==> src/rtl/capture_fill_if.sv <==
// RAM write port of the capture engine: one registered write strobe with its address and data.
interface capture_fill_if #(
  parameter int unsigned DATA_W = 8,
  parameter int unsigned ADDR_W = 8
);
  logic              wr_en;
  logic [ADDR_W-1:0] wr_addr;
  logic [DATA_W-1:0] wr_data;

  modport master (output wr_en, wr_addr, wr_data);
  modport slave  (input  wr_en, wr_addr, wr_data);
endinterface

==> src/rtl/capture_fill.sv <==
// Oscilloscope-style capture engine: optional rising-edge trigger, decimation, and one frame of
// DEPTH samples written to display RAM, then held in DONE until the display acknowledges.
module capture_fill #(
  parameter int unsigned DATA_W = 8,
  parameter int unsigned DEPTH  = 160,
  parameter int unsigned ADDR_W = 8
) (
  input  logic              clk_adc,
  input  logic              reset_n,
  input  logic              enable,
  input  logic              start,
  input  logic              done_ack,
  input  logic              cont,
  input  logic              trig_en,
  input  logic [DATA_W-1:0] trig_level,
  input  logic [3:0]        decim,
  input  logic [DATA_W-1:0] adc_data,
  capture_fill_if.master    wr,
  output logic              busy,
  output logic              done
);

  typedef enum logic [1:0] {StIdle, StArmed, StFill, StDone} state_e;

  localparam logic [ADDR_W-1:0] LastAddr = ADDR_W'(DEPTH - 1);

  state_e            state_q, state_d;
  logic [ADDR_W-1:0] addr_q, addr_d;
  logic [3:0]        dec_q, dec_d, dec_next;
  logic [DATA_W-1:0] prev_q, prev_d;
  logic              first_q, first_d;
  logic              wr_en_q, wr_en_d;
  logic [ADDR_W-1:0] wr_addr_q, wr_addr_d;
  logic [DATA_W-1:0] wr_data_q, wr_data_d;

  always_ff @(posedge clk_adc or negedge reset_n) begin
    if (!reset_n) begin
      state_q   <= StIdle;
      addr_q    <= '0;
      dec_q     <= '0;
      prev_q    <= '0;
      first_q   <= 1'b0;
      wr_en_q   <= 1'b0;
      wr_addr_q <= '0;
      wr_data_q <= '0;
    end else begin
      state_q   <= state_d;
      addr_q    <= addr_d;
      dec_q     <= dec_d;
      prev_q    <= prev_d;
      first_q   <= first_d;
      wr_en_q   <= wr_en_d;
      wr_addr_q <= wr_addr_d;
      wr_data_q <= wr_data_d;
    end
  end

  // >= rather than == so a decim reduced mid-count still wraps on the next sample
  assign dec_next = (dec_q >= decim) ? 4'd0 : dec_q + 4'd1;

  always_comb begin
    state_d   = state_q;
    addr_d    = addr_q;
    dec_d     = dec_q;
    prev_d    = prev_q;
    first_d   = first_q;
    wr_en_d   = 1'b0;
    wr_addr_d = wr_addr_q;
    wr_data_d = wr_data_q;

    unique case (state_q)
      StIdle: begin
        if (start) begin
          if (trig_en) begin
            state_d = StArmed;
            first_d = 1'b1;
          end else begin
            state_d = StFill;
            addr_d  = '0;
            dec_d   = '0;
          end
        end
      end

      StArmed: begin
        if (enable) begin
          prev_d  = adc_data;
          first_d = 1'b0;
          // first_q suppresses a false edge against a stale prev
          if (!first_q && (prev_q < trig_level) && (adc_data >= trig_level)) begin
            wr_en_d   = 1'b1;
            wr_addr_d = '0;
            wr_data_d = adc_data;
            dec_d     = (decim == 4'd0) ? 4'd0 : 4'd1;
            if (LastAddr == '0) begin
              state_d = StDone;
            end else begin
              state_d = StFill;
              addr_d  = ADDR_W'(1);
            end
          end
        end
      end

      StFill: begin
        if (enable) begin
          dec_d = dec_next;
          if (dec_q == 4'd0) begin
            wr_en_d   = 1'b1;
            wr_addr_d = addr_q;
            wr_data_d = adc_data;
            if (addr_q == LastAddr) begin
              state_d = StDone;
            end else begin
              addr_d = addr_q + ADDR_W'(1);
            end
          end
        end
      end

      StDone: begin
        if (done_ack) begin
          if (!cont) begin
            state_d = StIdle;
          end else if (trig_en) begin
            state_d = StArmed;
            first_d = 1'b1;
          end else begin
            state_d = StFill;
            addr_d  = '0;
            dec_d   = '0;
          end
        end
      end

      default: state_d = StIdle;
    endcase
  end

  assign wr.wr_en   = wr_en_q;
  assign wr.wr_addr = wr_addr_q;
  assign wr.wr_data = wr_data_q;
  assign busy       = (state_q == StArmed) || (state_q == StFill);
  assign done       = (state_q == StDone);

endmodule

==> src/flat_wrapper.sv <==
// flat-port wrapper written by rule: the top's interface ports become plain ports
module capture_fill_flat 
#(
  parameter int unsigned DATA_W = 8,
  parameter int unsigned DEPTH  = 160,
  parameter int unsigned ADDR_W = 8
)
  (clk_adc, reset_n, enable, start, done_ack, cont, trig_en, trig_level, decim, adc_data, busy, done, wr_wr_en, wr_wr_addr, wr_wr_data);
  capture_fill_if #(.DATA_W(DATA_W), .ADDR_W(ADDR_W)) wr_i ();
  input  logic clk_adc;
  input  logic reset_n;
  input  logic enable;
  input  logic start;
  input  logic done_ack;
  input  logic cont;
  input  logic trig_en;
  input  logic [DATA_W-1:0] trig_level;
  input  logic [3:0] decim;
  input  logic [DATA_W-1:0] adc_data;
  output logic busy;
  output logic done;
  output wire logic [$bits(wr_i.wr_en)-1:0] wr_wr_en;
  output wire logic [$bits(wr_i.wr_addr)-1:0] wr_wr_addr;
  output wire logic [$bits(wr_i.wr_data)-1:0] wr_wr_data;
  assign wr_wr_en = wr_i.wr_en;
  assign wr_wr_addr = wr_i.wr_addr;
  assign wr_wr_data = wr_i.wr_data;
  capture_fill #(.DATA_W(DATA_W), .DEPTH(DEPTH), .ADDR_W(ADDR_W)) u_core (.clk_adc(clk_adc), .reset_n(reset_n), .enable(enable), .start(start), .done_ack(done_ack), .cont(cont), .trig_en(trig_en), .trig_level(trig_level), .decim(decim), .adc_data(adc_data), .wr(wr_i), .busy(busy), .done(done));
endmodule
==> config.mk <==
export PLATFORM = sky130hd
export DESIGN_NAME = capture_fill_flat
export DESIGN_NICKNAME = d
export VERILOG_FILES = /design/src/rtl/capture_fill_if.sv /design/src/rtl/capture_fill.sv /design/src/flat_wrapper.sv
export SDC_FILE = /design/constraint.sdc
export NUM_CORES = 1
export LEC_CHECK = 0
export BUFFER_PORTS_ARGS = -buffer_cell sky130_fd_sc_hd__clkbuf_2
export CORE_MARGIN = 2
export CORE_UTILIZATION = 55
export DETAILED_ROUTE_END_ITERATION = 8
export PLACE_DENSITY_LB_ADDON = 0.25
export REMOVE_ABC_BUFFERS = 1
export SLEW_MARGIN = 20
export SYNTH_ARGS = -nofsm -noshare
export SYNTH_HDL_FRONTEND = slang
export SYNTH_SLANG_ARGS = --single-unit
export TNS_END_PERCENT = 100
==> constraint.sdc <==
create_clock -name clk_adc -period 6.29 [get_ports clk_adc]
set_input_delay 1.258 -clock clk_adc [delete_from_list [all_inputs] [get_ports clk_adc]]
set_output_delay 1.258 -clock clk_adc [all_outputs]
set_load 0.005 [all_outputs]
== Word level (Yosys, flattened, before mapping) ==
Cells that the tools add are included.

* Add/sub/neg operators: 2
* Order comparisons: 3
* Eq/ne operators: 13
* Muxes and demuxes: 51
* Reductions and logical operators: 15

{| class="wikitable"
|+ Operators by type and width
! cell !! count
|-
| two-way mux 8 bit || 17
|-
| two-way mux 4 bit || 8
|-
| one-hot mux 8 bit (2 select lines) || 2
|-
| one-hot mux 8 bit (4 select lines) || 1
|-
| two-way mux 2 bit || 9
|-
| one-hot mux 4 bit (4 select lines) || 1
|-
| != test 2 bit (second input constant) || 6
|-
| two-way mux 1 bit || 10
|-
| AND reduction 5 bit || 2
|-
| adder 8 x 1 -> 8 bit (second input constant) || 1
|-
| == test 8 bit (second input constant) || 1
|-
| >= comparator 8 bit || 1
|-
| logical NOT 4 bit || 2
|-
| < comparator 8 bit || 1
|-
| one-hot mux 2 bit (4 select lines) || 1
|-
| AND reduction 8 bit || 1
|-
| AND reduction 7 bit || 1
|-
| != test 2 x 1 -> 1 bit (second input constant) || 3
|-
| AND reduction 6 bit || 1
|-
| adder 4 x 1 -> 4 bit (second input constant) || 1
|-
| == test 2 bit (second input constant) || 2
|-
| >= comparator 4 bit || 1
|-
| one-hot mux 1 bit (3 select lines) || 1
|-
| nonzero test 3 bit || 1
|-
| other kinds (8) || 9
|}

* Bits in registers: 40
* Bits of input ports: 27
* Logic and storage cells: 92

== Longest topological paths before layout ==
Gate-level depths: netlist (run 1).

* Depth after elaboration: 6
* Depth in mapped cells: 11
* Gate-level depth less buffers: 8

== Worst setup path after synthesis (run 1) ==
No wires, ideal clock.

* Path kind: input to register
* Start: input trig_level[6]
* End: register u_core.state_q[0]
* Setup time: 128 ps
* Arrival time: 3,091 ps
* Data required time: 6,162 ps
* Path slack: 3,071 ps
* Cell stages on the path: 8
* Buffers on the path: 0
* Cell sequence: inv_1 ha_1 a21o_1 a211o_1 a22oi_4 nand2_1 nor4_2 mux2_1

* Cells in the longest elaborated chain, start to end: 5
* Elaborated cells on any way between the ends: 6

{| class="wikitable"
|+ RTL lines
! item !! line !! text
|-
| start, declared || flat_wrapper.sv:17 || <nowiki>input logic [DATA_W-1:0] trig_level;</nowiki>
|-
| < comparator 8 bit || capture_fill.sv:90 || <nowiki>if (!first_q && (prev_q < trig_level) && (adc_data >= trig_level)) begin</nowiki>
|-
| logical AND 1 bit || capture_fill.sv:90 ||
|-
| logical AND 1 bit * || capture_fill.sv:90 ||
|-
| != test 2 x 1 -> 1 bit (no source line) * || - ||
|-
| AND reduction 7 bit (no source line) * || - ||
|-
| end signal, assigned || capture_fill.sv:38 || <nowiki>state_q <= StIdle;</nowiki>
|-
| end signal, assigned || capture_fill.sv:47 || <nowiki>state_q <= state_d;</nowiki>
|-
| end, declared || capture_fill.sv:27 || <nowiki>state_e state_q, state_d;</nowiki>
|}

Mark *: on every way between the ends. The rest lies on a longest branch, timed or not.
A chain may end at the register's enable or synchronous reset.

== Final worst setup path (run 1) ==
* Start: input trig_level[6]
* End: register u_core.wr_data_q[1], in the netlist u_core.wr.wr_data[1]

* Cells in the longest elaborated chain, start to end: 5
* Elaborated cells on any way between the ends: 6

{| class="wikitable"
|+ RTL lines
! item !! line !! text
|-
| < comparator 8 bit || capture_fill.sv:90 ||
|-
| logical AND 1 bit || capture_fill.sv:90 ||
|-
| logical AND 1 bit * || capture_fill.sv:90 ||
|-
| != test 2 x 1 -> 1 bit (no source line) * || - ||
|-
| AND reduction 5 bit (no source line) * || - ||
|-
| end signal, assigned || capture_fill.sv:54 || <nowiki>wr_data_q <= wr_data_d;</nowiki>
|-
| end, declared || capture_fill.sv:34 || <nowiki>logic [DATA_W-1:0] wr_data_q, wr_data_d;</nowiki>
|}

Marks and branches as above.

==> results.md, run 1 <==
- Crit start category: primary input
- Via total after detailed routing: approximately 2000
- GPL Wtd Cong: 0.861
- Clk sinks: 40
- DP HPWL: 3.92 mm
- Yosys reg bits: 40
- Worst Path Max Fanout: 24
- Slew margin rel.: a little under two fifths
- Max-cap check violation count: 0
- Slew Viols, Final: 0
- Crit-path leading delay family: simple AND/OR/NAND/NOR gates
- Gr ovfl total: 0
- Total GRT Usage: 21.8%
- Die area: 5290 sq um
- IO buf count: 45
- Fin crit share: 56.4%
- WP data arrival: between 3 and 4 ns
- Drt drc: 0
- Layout cells sized above 1: 26.1%
- Peak VDD IR: between 0.3 and 0.4 mV
- Synthesis Warnings: 0
- Area grow syn2layout: 13.6%
- Multi-input gate area in the final layout: 1440 sq um
- Power per cell area: between 400 and 500 nW/um^2
- Cell area after synthesis: 2600 sq um
- Crit Path Class: primary input to flip-flop
- CTS tree: built
- Avg WL per Cell: approximately 15 microns
- Vias in the first global route: 1880
- HP Class: flip-flop to flip-flop
- Initial Util: 56.2%
- Global-route wire length before repair: roughly 9 mm
- Initial antenna violation count: 0
- Logic pwr share: 50.7%
- Vias/cell: between 5 and 6
- Ports: 46
- CTS HTree Levels: 2
- Synth Flop Type: dfrtp_1
- Synth area leaders: dfrtp_1, ha_1, inv_1, o21ai_0, mux2_2
- Clock share of power: 16.4%
- Post-CTS sizing: 0
- Outcome: finished clean
- Synth Instances: ~250
- Post-layout minimum cycle time: 3.55 ns
- FF+latch area: roughly 1000 sq um
- Fmax: 282 MHz
- Async set-reset flop share out of synthesis: 100%
- Final setup fails: 0
- Diodes inserted: 0
- Final layout net count: 351
- Net Sw Frac: 40.6%
- CTS Hold Bufs: 0
- DRT antenna net count: 0
- Final Util: about 64%
- RSZ-0062 raised after global routing: no
- Top cells by count, synth: dfrtp_1, inv_1, ha_1, nand2_1, o21ai_0
- CP peak stage delay: 0.83 ns
- P_leak: 0.00145 uW
- Worst Path Required: approximately 6.5 ns
- Setup TNS: 0 ns
- # rows: 25
- Seq/Total Area, Yosys: 38.5%
- CTS buffer count: 5
- Clock Pin Slew Worst Setup and Hold Paths: 0.08 ns
- Seq pwr share: 32.9%
- Top-count cell post-synth: dfrtp_1
- Synthesized area per cell: about 10 sq um
- Clock skew: 0.00589 ns
- Post-synth cell types: 55
- Largest net degree at the start of global routing: 41
- Post-Route WL: 5.16 mm
- Setup repair bufs after CTS: 0
- Crit end category: flip-flop
- Measured slew at the worst slew-check pin: 0.946 ns
- Critical Path, Cell by Cell: clkbuf_2 > inv_1 > ha_1 > a21o_1 > a211o_1 > a22oi_4 > and3_1 > mux2_1
- Die width: 72.8 microns
- Die Ht: 72.8 microns
- DR iter-0 viols: approximately 110
- Slowest CP cell: and3_1
- Clock root buffer: clkbuf_8
- Worst path bufs/invs: 2
- CTS max path bufs: 2
- Core box area: between 4000 and 5000 sq um
- Hold Fails Final Rpt: 0
- Internal power: 747 uW
- Filler cells: 411
- Skew-Pair Late Insertion Delay: just under 0.3 ns
- Top-area cell type share of the netlist area: 38.5%
- Drt first pass iters: 6
- Post-synth EDFFs: 0
- Yosys top cell by area: dfrtp_1
- Switch Pwr: 511 uW
metal layers:
layer / wire [microns] / up-vias / global-route usage (%)
li1: - / 1011 / -
met1: 2530 / 947 / 30.7
met2: 2350 / 53 / 33.7
met3: 209 / 6 / 4.01
met4: 70 / 0 / 7.61
met5: 0 / - / 0
cell usage in the layout (no fill, tap or decap), types with 5 or more instances in the layout:
master	instances
clkbuf_8	5
ha_1	26
o21ai_0	16
nand2_1	21
nand3_1	15
nor2_1	6
clkbuf_2	44
inv_1	29
mux2_2	7
dfrtp_1	40
mux2_1	6
a21oi_1	11
power by group through the flow:
stage / Combinational, uW / Sequential (uW) / Clock [uW]
floorplan: 471 / 405 / 0
global placement: 623 / 413 / 0
detailed placement: 643 / 418 / 0
CTS: 644 / 414 / 212
global route: 719 / 425 / 220
finish: 638 / 414 / 207
cell type report:
cell class	count	share of cell area, %
clock buffer	6	2.46
clock inverter	2	1.19
multi-input combinational	176	48.8
sequential	40	33.9
tap	54	2.29
inverter	30	3.81
timing repair buffer	45	7.62
cells by family after synthesis:
kind of cell / after synthesis / share of synthesized area (%)
flip-flops: 40 / 38.5
AND/OR/NAND/NOR: 70 / 16.0
buffers and inverters: 38 / 6.11
AO/OA/AOI/OAI: 63 / 18.9
adder cells (fa/ha/maj): 26 / 12.5
multiplexers: 17 / 7.94
through the flow:
step	hold WS, ns	cell area [sq um]	total power [uW]	setup WS (ns)	std cells
global route	0.505	2950	1360	2.55	353
finish	0.493	2950	1260	2.74	353
floorplan	0.451	2550	876	2.80	246
CTS	0.497	2950	1270	2.66	353
global placement	0.468	2850	1040	2.44	345
detailed placement	0.478	2850	1060	2.36	345
flip-flops by register name, summed over array words and instances, names as in the netlist:
name,count
u_core.addr_q,8
u_core.prev_q,8
u_core.wr.wr_addr,8
u_core.first_q,1
u_core.dec_q,4
u_core.wr.wr_data,8
u_core.wr.wr_en,1
u_core.state_q,2
worst paths after layout:
path | start | endpoint | slack, ns | cells after the start
min in group asynchronous | reset_n | u_core.wr.wr_data[5]$_DFFE_PN0P_ | 1.07 | 1
setup / recovery | trig_level[6] | u_core.wr.wr_data[1]$_DFFE_PN0P_ | 2.74 | 8
max in group asynchronous | reset_n | u_core.prev_q[3]$_DFFE_PN0P_ | 4.66 | 1
hold reg to reg | u_core.wr.wr_data[0]$_DFFE_PN0P_ | u_core.wr.wr_data[0]$_DFFE_PN0P_ | 0.49 | 1
hold / removal | u_core.wr.wr_data[0]$_DFFE_PN0P_ | u_core.wr.wr_data[0]$_DFFE_PN0P_ | 0.49 | 1
setup reg to reg | u_core.state_q[0]$_DFFE_PN0P_ | u_core.wr.wr_data[1]$_DFFE_PN0P_ | 3.36 | 7
worst reg2reg max path, stage by stage, from the launching register on:
cell and delay [ns]:
dfrtp_1 0.41, inv_1 0.10, ha_1 0.63, inv_2 0.22, a21oi_1 0.40, nor3b_1 0.10, and3_1 0.51, mux2_1 0.46
No activity file was read; power rests on OpenSTA's default activity.
==> inputs of run 2 (changes only) <==
--- a/config.mk
+++ b/config.mk
@@ -5,9 +5,10 @@
 export SDC_FILE = /design/constraint.sdc
 export NUM_CORES = 1
 export LEC_CHECK = 0
+export ABC_AREA = 1
 export BUFFER_PORTS_ARGS = -buffer_cell sky130_fd_sc_hd__clkbuf_2
 export CORE_MARGIN = 2
-export CORE_UTILIZATION = 55
+export CORE_UTILIZATION = 51
 export DETAILED_ROUTE_END_ITERATION = 8
 export PLACE_DENSITY_LB_ADDON = 0.25
 export REMOVE_ABC_BUFFERS = 1
==> constraint.sdc (replaced) <==
create_clock -name clk_adc -period 2.86 [get_ports clk_adc]
set_input_delay 0.572 -clock clk_adc [delete_from_list [all_inputs] [get_ports clk_adc]]
set_output_delay 0.572 -clock clk_adc [all_outputs]
set_load 0.005 [all_outputs]
==> run 2 against run 1 <==
Against the previous run: sequential share of layout area fell by 0.52 points; synthesized cell count rose by 29%; final cell count rose by 25%; largest power group unchanged; global-route usage decreased by 1.8 points.
==> results.md, run 2 <==
- Core box area: 5040 sq um (was 4630 sq um)
- Crit-path leading delay family: simple AND/OR/NAND/NOR gates (unchanged)
- Power per cell area: 833 nW/um^2 (was 426 nW/um^2)
- Vias in the first global route: 2155 (was 1880)
- Instance area at placement: 2890 sq um (was 2850 sq um)
- FF+latch area: 1000 sq um (unchanged)
- Post-CTS sizing: 0 (unchanged)
- # rows: 26 (was 25)
- Setup TNS: 0 ns (unchanged)
- Xor and xnor area share after synthesis: 0.665% (was 0%)
- Hold Slack: 0.426 ns (was 0.493 ns)
- Peak VDD IR: 0.505 mV (was 0.307 mV)
- Synth Flop Type: dfrtp_1 (unchanged)
- Synth Area in Adders: 12.4% (was 12.5%)
- WP data arrival: 2.22 ns (was 3.72 ns)
- Synthesized area per cell: 8.05 sq um (was 10.2 sq um)
- Top-area cell type share of the netlist area: 38.0% (was 38.5%)
- Synth area leaders: dfrtp_1, nand2_1, ha_1, inv_1, o21ai_2 (was dfrtp_1, ha_1, inv_1, o21ai_0, mux2_2)
- Filler cells: 470 (was 411)
- DRT antenna net count: 0 (unchanged)
- CP peak stage delay: 0.35 ns (was 0.83 ns)
- Setup slack at placement: 0.539 ns (was 2.36 ns)
- Hold Fails Final Rpt: 0 (unchanged)
- Area grow syn2layout: 14.0% (was 13.6%)
- RSZ-0062 raised after global routing: no (unchanged)
- Slowest CP cell: nand2_4 (was and3_1)
- P_leak: 0.00159 uW (was 0.00145 uW)
- Mux cell area share after synthesis: 0% (was 7.94%)
- Synthesis Warnings: 0 (unchanged)
- Drt drc: 0 (unchanged)
- Via total after detailed routing: 2250 (was 2017)
- Dominant combinational cell family by area after synthesis: simple AND/OR/NAND/NOR gates (was compound AO/OA/AOI/OAI gates)
- Synth Instances: 327 (was 254)
- CTS Hold Bufs: 0 (unchanged)
- Clock Pin Slew Worst Setup and Hold Paths: 0.08 ns (about the same)
- Clock skew: 0.00960 ns (was 0.00589 ns)
- Commonest non-fill, non-tap cell in the layout: nand2_1 (was clkbuf_2)
- Largest net degree at the start of global routing: 41 (unchanged)
- Slew margin rel.: 35.7% (was 36.9%)
- Final worst setup slack: 0.856 ns (was 2.74 ns)
- Worst path bufs/invs: 2 (unchanged)
- Diodes inserted: 0 (unchanged)
- M2 GR Usage: 34.3% (was 33.7%)
- Slew Viols, Final: 0 (unchanged)
- Cell area after synthesis: 2630 sq um (was 2600 sq um)
- Yosys top cell by area: dfrtp_1 (unchanged)
- HP Class: primary input to asynchronous set/reset pin (was flip-flop to flip-flop)
- Gr ovfl total: 0 (unchanged)
- Total GRT Usage: 20.0% (was 21.8%)
- Worst Path Max Fanout: 32 (was 24)
- Global-route wire length before repair: 8.95 mm (was 8.98 mm)
- Multi-input gate area in the final layout: 1380 sq um (was 1440 sq um)
- Initial Util: 52.2% (was 56.2%)
- Synth Area in Simple Gates: 26.5% (was 16.0%)
- DP HPWL: 4.06 mm (was 3.92 mm)
- Final layout net count: 425 (was 351)
- CTS buffer count: 5 (unchanged)
- Avg WL per Cell: 11.9 microns (was 14.6 microns)
- Max-cap check violation count: 0 (unchanged)
- Measured slew at the worst slew-check pin: 0.965 ns (was 0.946 ns)
- Die width: 75.8 microns (was 72.8 microns)
- CTS max path bufs: 2 (unchanged)
- Crit start category: primary input (unchanged)
- Top cells by count, synth: nand2_1, inv_1, dfrtp_1, ha_1, nand4_1 (was dfrtp_1, inv_1, ha_1, nand2_1, o21ai_0)
- Post-synth EDFFs: 0 (unchanged)
- Initial antenna violation count: 0 (unchanged)
- DR iter-0 viols: 117 (was 113)
- Met1 Use GR: 25.8% (was 30.7%)
- CTS HTree Levels: 2 (unchanged)
- Clock root buffer: clkbuf_8 (unchanged)
- Post-layout minimum cycle time: 2.00 ns
- Drt first pass iters: 4 (was 6)
- Vias/cell: 5.08 (was 5.71)
- Outcome: finished clean (unchanged)
- Fin crit share: 70.1%
- Post-synth cell types: 35 (was 55)
- Critical Path, Cell by Cell: clkbuf_2 > inv_1 > ha_1 > a21oi_1 > nor2_1 > nor2_1 > nand3_1 > nand3_2 > nand2_4 > nand2_4 > nand2_1 > o21ai_1 (was clkbuf_2 > inv_1 > ha_1 > a21o_1 > a211o_1 > a22oi_4 > and3_1 > mux2_1)
- Crit Path Class: primary input to flip-flop (unchanged)
- Ports: 46 (unchanged)
- Layout cells sized above 1: 22.0% (was 26.1%)
- Skew-Pair Late Insertion Delay: 0.29 ns (about the same)
- Most frequent cells in the layout: nand2_1, inv_1, clkbuf_2 (was clkbuf_2, dfrtp_1, inv_1)
- Die Ht: 75.8 microns (was 72.8 microns)
- Yosys reg bits: 40 (unchanged)
- Fmax: 499 MHz
- Compound-gate portion of the synthesized area: 13.1% (was 18.9%)
- Final setup fails: 0 (unchanged)
- Met3 Use GR: 3.44% (was 4.01%)
- CTS tree: built (unchanged)
- IO buf count: 45 (unchanged)
- Crit end category: flip-flop (unchanged)
- Seq/Total Area, Yosys: 38.0% (was 38.5%)
- GPL Wtd Cong: 0.883 (was 0.861)
- Final non-filler cell area: 3000 sq um (was 2950 sq um)
- Clk sinks: 40 (unchanged)
- Top-count cell post-synth: nand2_1 (was dfrtp_1)
- Worst Path Required: 3.07 ns (was 6.46 ns)
- Async set-reset flop share out of synthesis: 100% (unchanged)
- GR peak layer: met2 (unchanged)
- Post-Route WL: 5.27 mm (was 5.16 mm)
- Die area: 5750 sq um (was 5290 sq um)
- Setup repair bufs after CTS: 0 (unchanged)
run 2: changes by cell type after synthesis, sizes merged, moves of 4 or more:
cell and change:
nand2b -4, nand2 +70, o21ai +15, o211ai -4
nor2 +10, mux2 -17, nand4 +16, inv +19
run 2: per-stage QoR:
stage | utilization (%) | instances | power (uW)
2_1_floorplan | - | 319 | 1710
3_3_place_gp | 57.3 | 435 | 2030
3_5_place_dp | 57.3 | 435 | 2060
4_1_cts | 59.5 | 443 | 2530
5_1_grt | 59.5 | 443 | 2750
6_report | 59.5 | 443 | 2500
run 2: final cells by class:
type	count	share of cell area, %
Multi-Input combinational cell	230	46.1
Inverter	49	6.13
Timing Repair Buffer	46	7.76
Clock inverter	3	1.42
Clock buffer	5	2.29
Sequential cell	40	33.4
Tap cell	70	2.92
run 2: worst paths after layout:
check	depth (start not counted)	startpoint	to	slack, ns
setup / recovery	12	trig_level[5]	u_core.wr.wr_addr[5]$_DFFE_PN0P_	0.86
hold / removal	1	reset_n	u_core.prev_q[1]$_DFFE_PN0P_	0.43
setup reg to reg	9	u_core.prev_q[7]$_DFFE_PN0P_	u_core.wr.wr_addr[0]$_DFFE_PN0P_	0.89
hold reg to reg	2	u_core.wr.wr_data[1]$_DFFE_PN0P_	u_core.wr.wr_data[1]$_DFFE_PN0P_	0.49
max in group asynchronous	1	reset_n	u_core.first_q$_DFFE_PN0P_	1.84
min in group clk_adc	2	u_core.wr.wr_data[1]$_DFFE_PN0P_	u_core.wr.wr_data[1]$_DFFE_PN0P_	0.49
run 2: routing by layer:
metal / routed length (microns) / part of all wire [%]
met3: 204 / 3.9
met2: 2480 / 47
met5: 0 / 0
met4: 40 / 0.76
met1: 2540 / 48
run 2: logic make-up (layout without fill, tap and decap cells):
family / after synthesis / in the layout
buf+inv: 57 / 103
compound gates: 54 / 54
flops: 40 / 40
fa+ha+maj: 26 / 26
xor+xnor: 2 / 2
simple gates: 148 / 148
run 2: power breakdown:
part           total [uW]  internal, uW  switching (uW)  leakage, uW
sequential            818           720            97.9     0.000527
clock                 461           258             203    0.0000541
combinational        1220           428             791      0.00101
==> inputs of run 3 (changes only) <==
--- a/config.mk
+++ b/config.mk
@@ -5,10 +5,10 @@
 export SDC_FILE = /design/constraint.sdc
 export NUM_CORES = 1
 export LEC_CHECK = 0
-export ABC_AREA = 1
+export ABC_AREA = 0
 export BUFFER_PORTS_ARGS = -buffer_cell sky130_fd_sc_hd__clkbuf_2
 export CORE_MARGIN = 2
-export CORE_UTILIZATION = 51
+export CORE_UTILIZATION = 55
 export DETAILED_ROUTE_END_ITERATION = 8
 export PLACE_DENSITY_LB_ADDON = 0.25
 export REMOVE_ABC_BUFFERS = 1
==> constraint.sdc (replaced) <==
create_clock -name clk_adc -period 2 [get_ports clk_adc]
set_input_delay 0.4 -clock clk_adc [delete_from_list [all_inputs] [get_ports clk_adc]]
set_output_delay 0.4 -clock clk_adc [all_outputs]
set_load 0.005 [all_outputs]
==> run 3 against run 2 <==
Against the previous run: the flow now finishes with violations (setup timing); clock power rose by 44%; register-to-register slack got worse by 1.2 ns; sequential cell count did not move; utilization rose by 13 points; total power rose by 89%; first-iteration DRC count rose by 25%.
==> results.md, run 3 (synthesized netlist as in run 1, its figures left out) <==
- Outcome: finished, violations left (was finished clean)
- Violated checks: setup timing
- CTS HTree Levels: 2 (unchanged)
- Slowest CP cell: or3_4 (was nand2_4)
- Largest net degree at the start of global routing: 41 (unchanged)
- DP HPWL: 4.27 mm (was 4.06 mm)
- Fin crit share: 116%
- Max-cap check violation count: 0 (unchanged)
- Worst Path Max Fanout: 8 (was 32)
- CP peak stage delay: 0.45 ns (was 0.35 ns)
- Met2 wire length: 2.93 mm (was 2.48 mm)
- Total GRT Usage: 23.8% (was 20.0%)
- Instance area at placement: 3140 sq um (was 2890 sq um)
- Die Ht: 72.8 microns (was 75.8 microns)
- Crit Path Class: flip-flop to flip-flop (was primary input to flip-flop)
- Final non-filler cell area: 3360 sq um (was 3000 sq um)
- Drt first pass iters: 4 (unchanged)
- Crit start category: flip-flop (was primary input)
- DRT antenna net count: 0 (unchanged)
- DR iter-0 viols: 146 (was 117)
- Post-layout minimum cycle time: between 2 and 2.5 ns
- HP Class: primary input to asynchronous set/reset pin (unchanged)
- Skew-Pair Late Insertion Delay: 0.29 ns (about the same)
- Worst Path Required: 2.21 ns (was 3.07 ns)
- Slew Viols, Final: 0 (unchanged)
- # rows: 25 (was 26)
- GPL Wtd Cong: 0.825 (was 0.883)
- Critical R2R Launch: u_core.prev_q[6]$_DFFE_PN0P_ (was u_core.prev_q[7]$_DFFE_PN0P_)
- Vias/cell: 5.58 (was 5.08)
- Final setup fails: 30 (was 0)
- Setup slack at placement: -0.531 ns (was 0.539 ns)
- Worst path bufs/invs: 0 (was 2)
- Crit end category: flip-flop (unchanged)
- Gr ovfl total: 0 (unchanged)
- Final worst setup slack: -0.311 ns (was 0.856 ns)
- CTS buffer count: 5 (unchanged)
- Area grow syn2layout: 29.1% (was 14.0%)
- Multi-input gate area in the final layout: 1520 sq um (was 1380 sq um)
- Core box area: 4630 sq um (was 5040 sq um)
- Power per cell area: 1410 nW/um^2 (was 833 nW/um^2)
- Post-Route WL: 5.93 mm (was 5.27 mm)
- Slew margin rel.: 65.1% (was 35.7%)
- Top Layer Used: met4 (unchanged)
- IO buf count: 45 (unchanged)
- Ports: 46 (unchanged)
- WP data arrival: 2.52 ns (was 2.22 ns)
- Measured slew at the worst slew-check pin: 0.523 ns (was 0.965 ns)
- Die width: 72.8 microns (was 75.8 microns)
- Crit-path leading delay family: compound AO/OA/AOI/OAI gates (was simple AND/OR/NAND/NOR gates)
- Die area: 5290 sq um (was 5750 sq um)
- Clock skew: 0.00330 ns (was 0.00960 ns)
- P_leak: 0.00168 uW (was 0.00159 uW)
- Hold Fails Final Rpt: 0 (unchanged)
- RSZ-0062 raised after global routing: yes (was no)
- Drt drc: 0 (unchanged)
- FF+latch area: 1000 sq um (unchanged)
- Initial Util: 56.2% (was 52.2%)
- Vias in the first global route: 2148 (was 2155)
- Clock Pin Slew Worst Setup and Hold Paths: 0.08 ns (about the same)
- Diodes inserted: 0 (unchanged)
- Via total after detailed routing: 2198 (was 2250)
- Hold Slack: 0.156 ns (was 0.426 ns)
- Most frequent cells in the layout: clkbuf_2, dfrtp_1, buf_4 (was nand2_1, inv_1, clkbuf_2)
- Commonest non-fill, non-tap cell in the layout: clkbuf_2 (was nand2_1)
- Filler cells: 341 (was 470)
- Critical path launch point: u_core.prev_q[6]$_DFFE_PN0P_ (was trig_level[5])
- CTS max path bufs: 2 (unchanged)
- Critical Path, Cell by Cell: ha_4 > a21o_1 > a211o_1 > a22oi_4 > nand4b_4 > or3_4 > o31ai_4 (was clkbuf_2 > inv_1 > ha_1 > a21oi_1 > nor2_1 > nor2_1 > nand3_1 > nand3_2 > nand2_4 > nand2_4 > nand2_1 > o21ai_1)
- CTS tree: built (unchanged)
- Metal3 WL: 202 microns (was 204 microns)
- Peak VDD IR: 0.930 mV (was 0.505 mV)
- Fmax: 433 MHz
- Clock root buffer: clkbuf_8 (unchanged)
- Clk sinks: 40 (unchanged)
- Initial antenna violation count: 0 (unchanged)
- Avg WL per Cell: 15.0 microns (was 11.9 microns)
- Layout cells sized above 1: 37.4% (was 22.0%)
- Wire length on met1: 2.72 mm (was 2.54 mm)
- Global-route wire length before repair: 9.83 mm (was 8.95 mm)
- Final layout net count: 392 (was 425)
- Final Util: 72.5% (was 59.5%)
## run 3: cell count changes in the layout (fill, tap and decap cells not counted), sizes merged, moves of 3 or more
cell / change
a211oi: +3
a21o: +3
nand2: -70
nand4: -16
nor2: -10
buf: +40
inv: -19
nor2b: +3
o21ai: -15
mux2: +17
nand2b: +4
o211ai: +4
## run 3: area by class of cell
class	count	area share, %
multi-input combinational	176	45.4
timing repair buffer	86	16.2
clock buffer	6	2.16
tap	54	2.01
clock inverter	2	1.04
sequential	40	29.8
inverter	30	3.35
## run 3: metrics by stage
stage,power [uW],cells,setup TNS (ns)
3_5_place_dp,3830,384,-12.51
2_1_floorplan,2760,246,-11.67
5_1_grt,5060,394,-9.00
6_report,4720,394,-6.59
4_1_cts,4600,394,-5.77
3_3_place_gp,3730,384,-11.15
## run 3: path summary, 6_finish.rpt
kind | end | slack (ns) | depth (start not counted)
min reg2reg | u_core.wr.wr_data[1]$_DFFE_PN0P_ | 0.49 | 1
min in group clk_adc | u_core.wr.wr_data[0]$_DFFE_PN0P_ | 0.34 | 2
min | u_core.wr.wr_data[5]$_DFFE_PN0P_ | 0.16 | 2
max reg2reg | u_core.addr_q[3]$_DFFE_PN0P_ | -0.31 | 7
max in group asynchronous | u_core.wr.wr_data[0]$_DFFE_PN0P_ | 1.48 | 2
max | u_core.addr_q[3]$_DFFE_PN0P_ | -0.31 | 7
## run 3: repair_timing
item                                    in CTS  in global routing
pin swaps                                    4                  7
endpoints found under the setup margin      30                 32
cloned                                       0                  0
setup buffers                                2                  0
hold buffers                                 0                  0
endpoints found under the hold margin        0                  0
resized for setup                            5                 12
## run 3: where the power goes
group	switching [uW]	leakage [uW]	internal (uW)
registers	208	0.000513	1090
clock network	293	0.0000552	371
logic	1350	0.00111	1410
## run 3: metal layers
metal  vias to the layer above  GRT usage [%]
met5                         -              0
met4                         0           7.61
met2                        66           39.7
li1                       1084              -
met3                        10           4.14
met1                      1038           31.3
## run 3: worst reg2reg max path, stage by stage, from the launching register on
cell and delay (ns):
dfrtp_1 0.42, ha_4 0.23, a21o_1 0.17, a211o_1 0.35, a22oi_4 0.27, nand4b_4 0.18, or3_4 0.45, o31ai_4 0.16
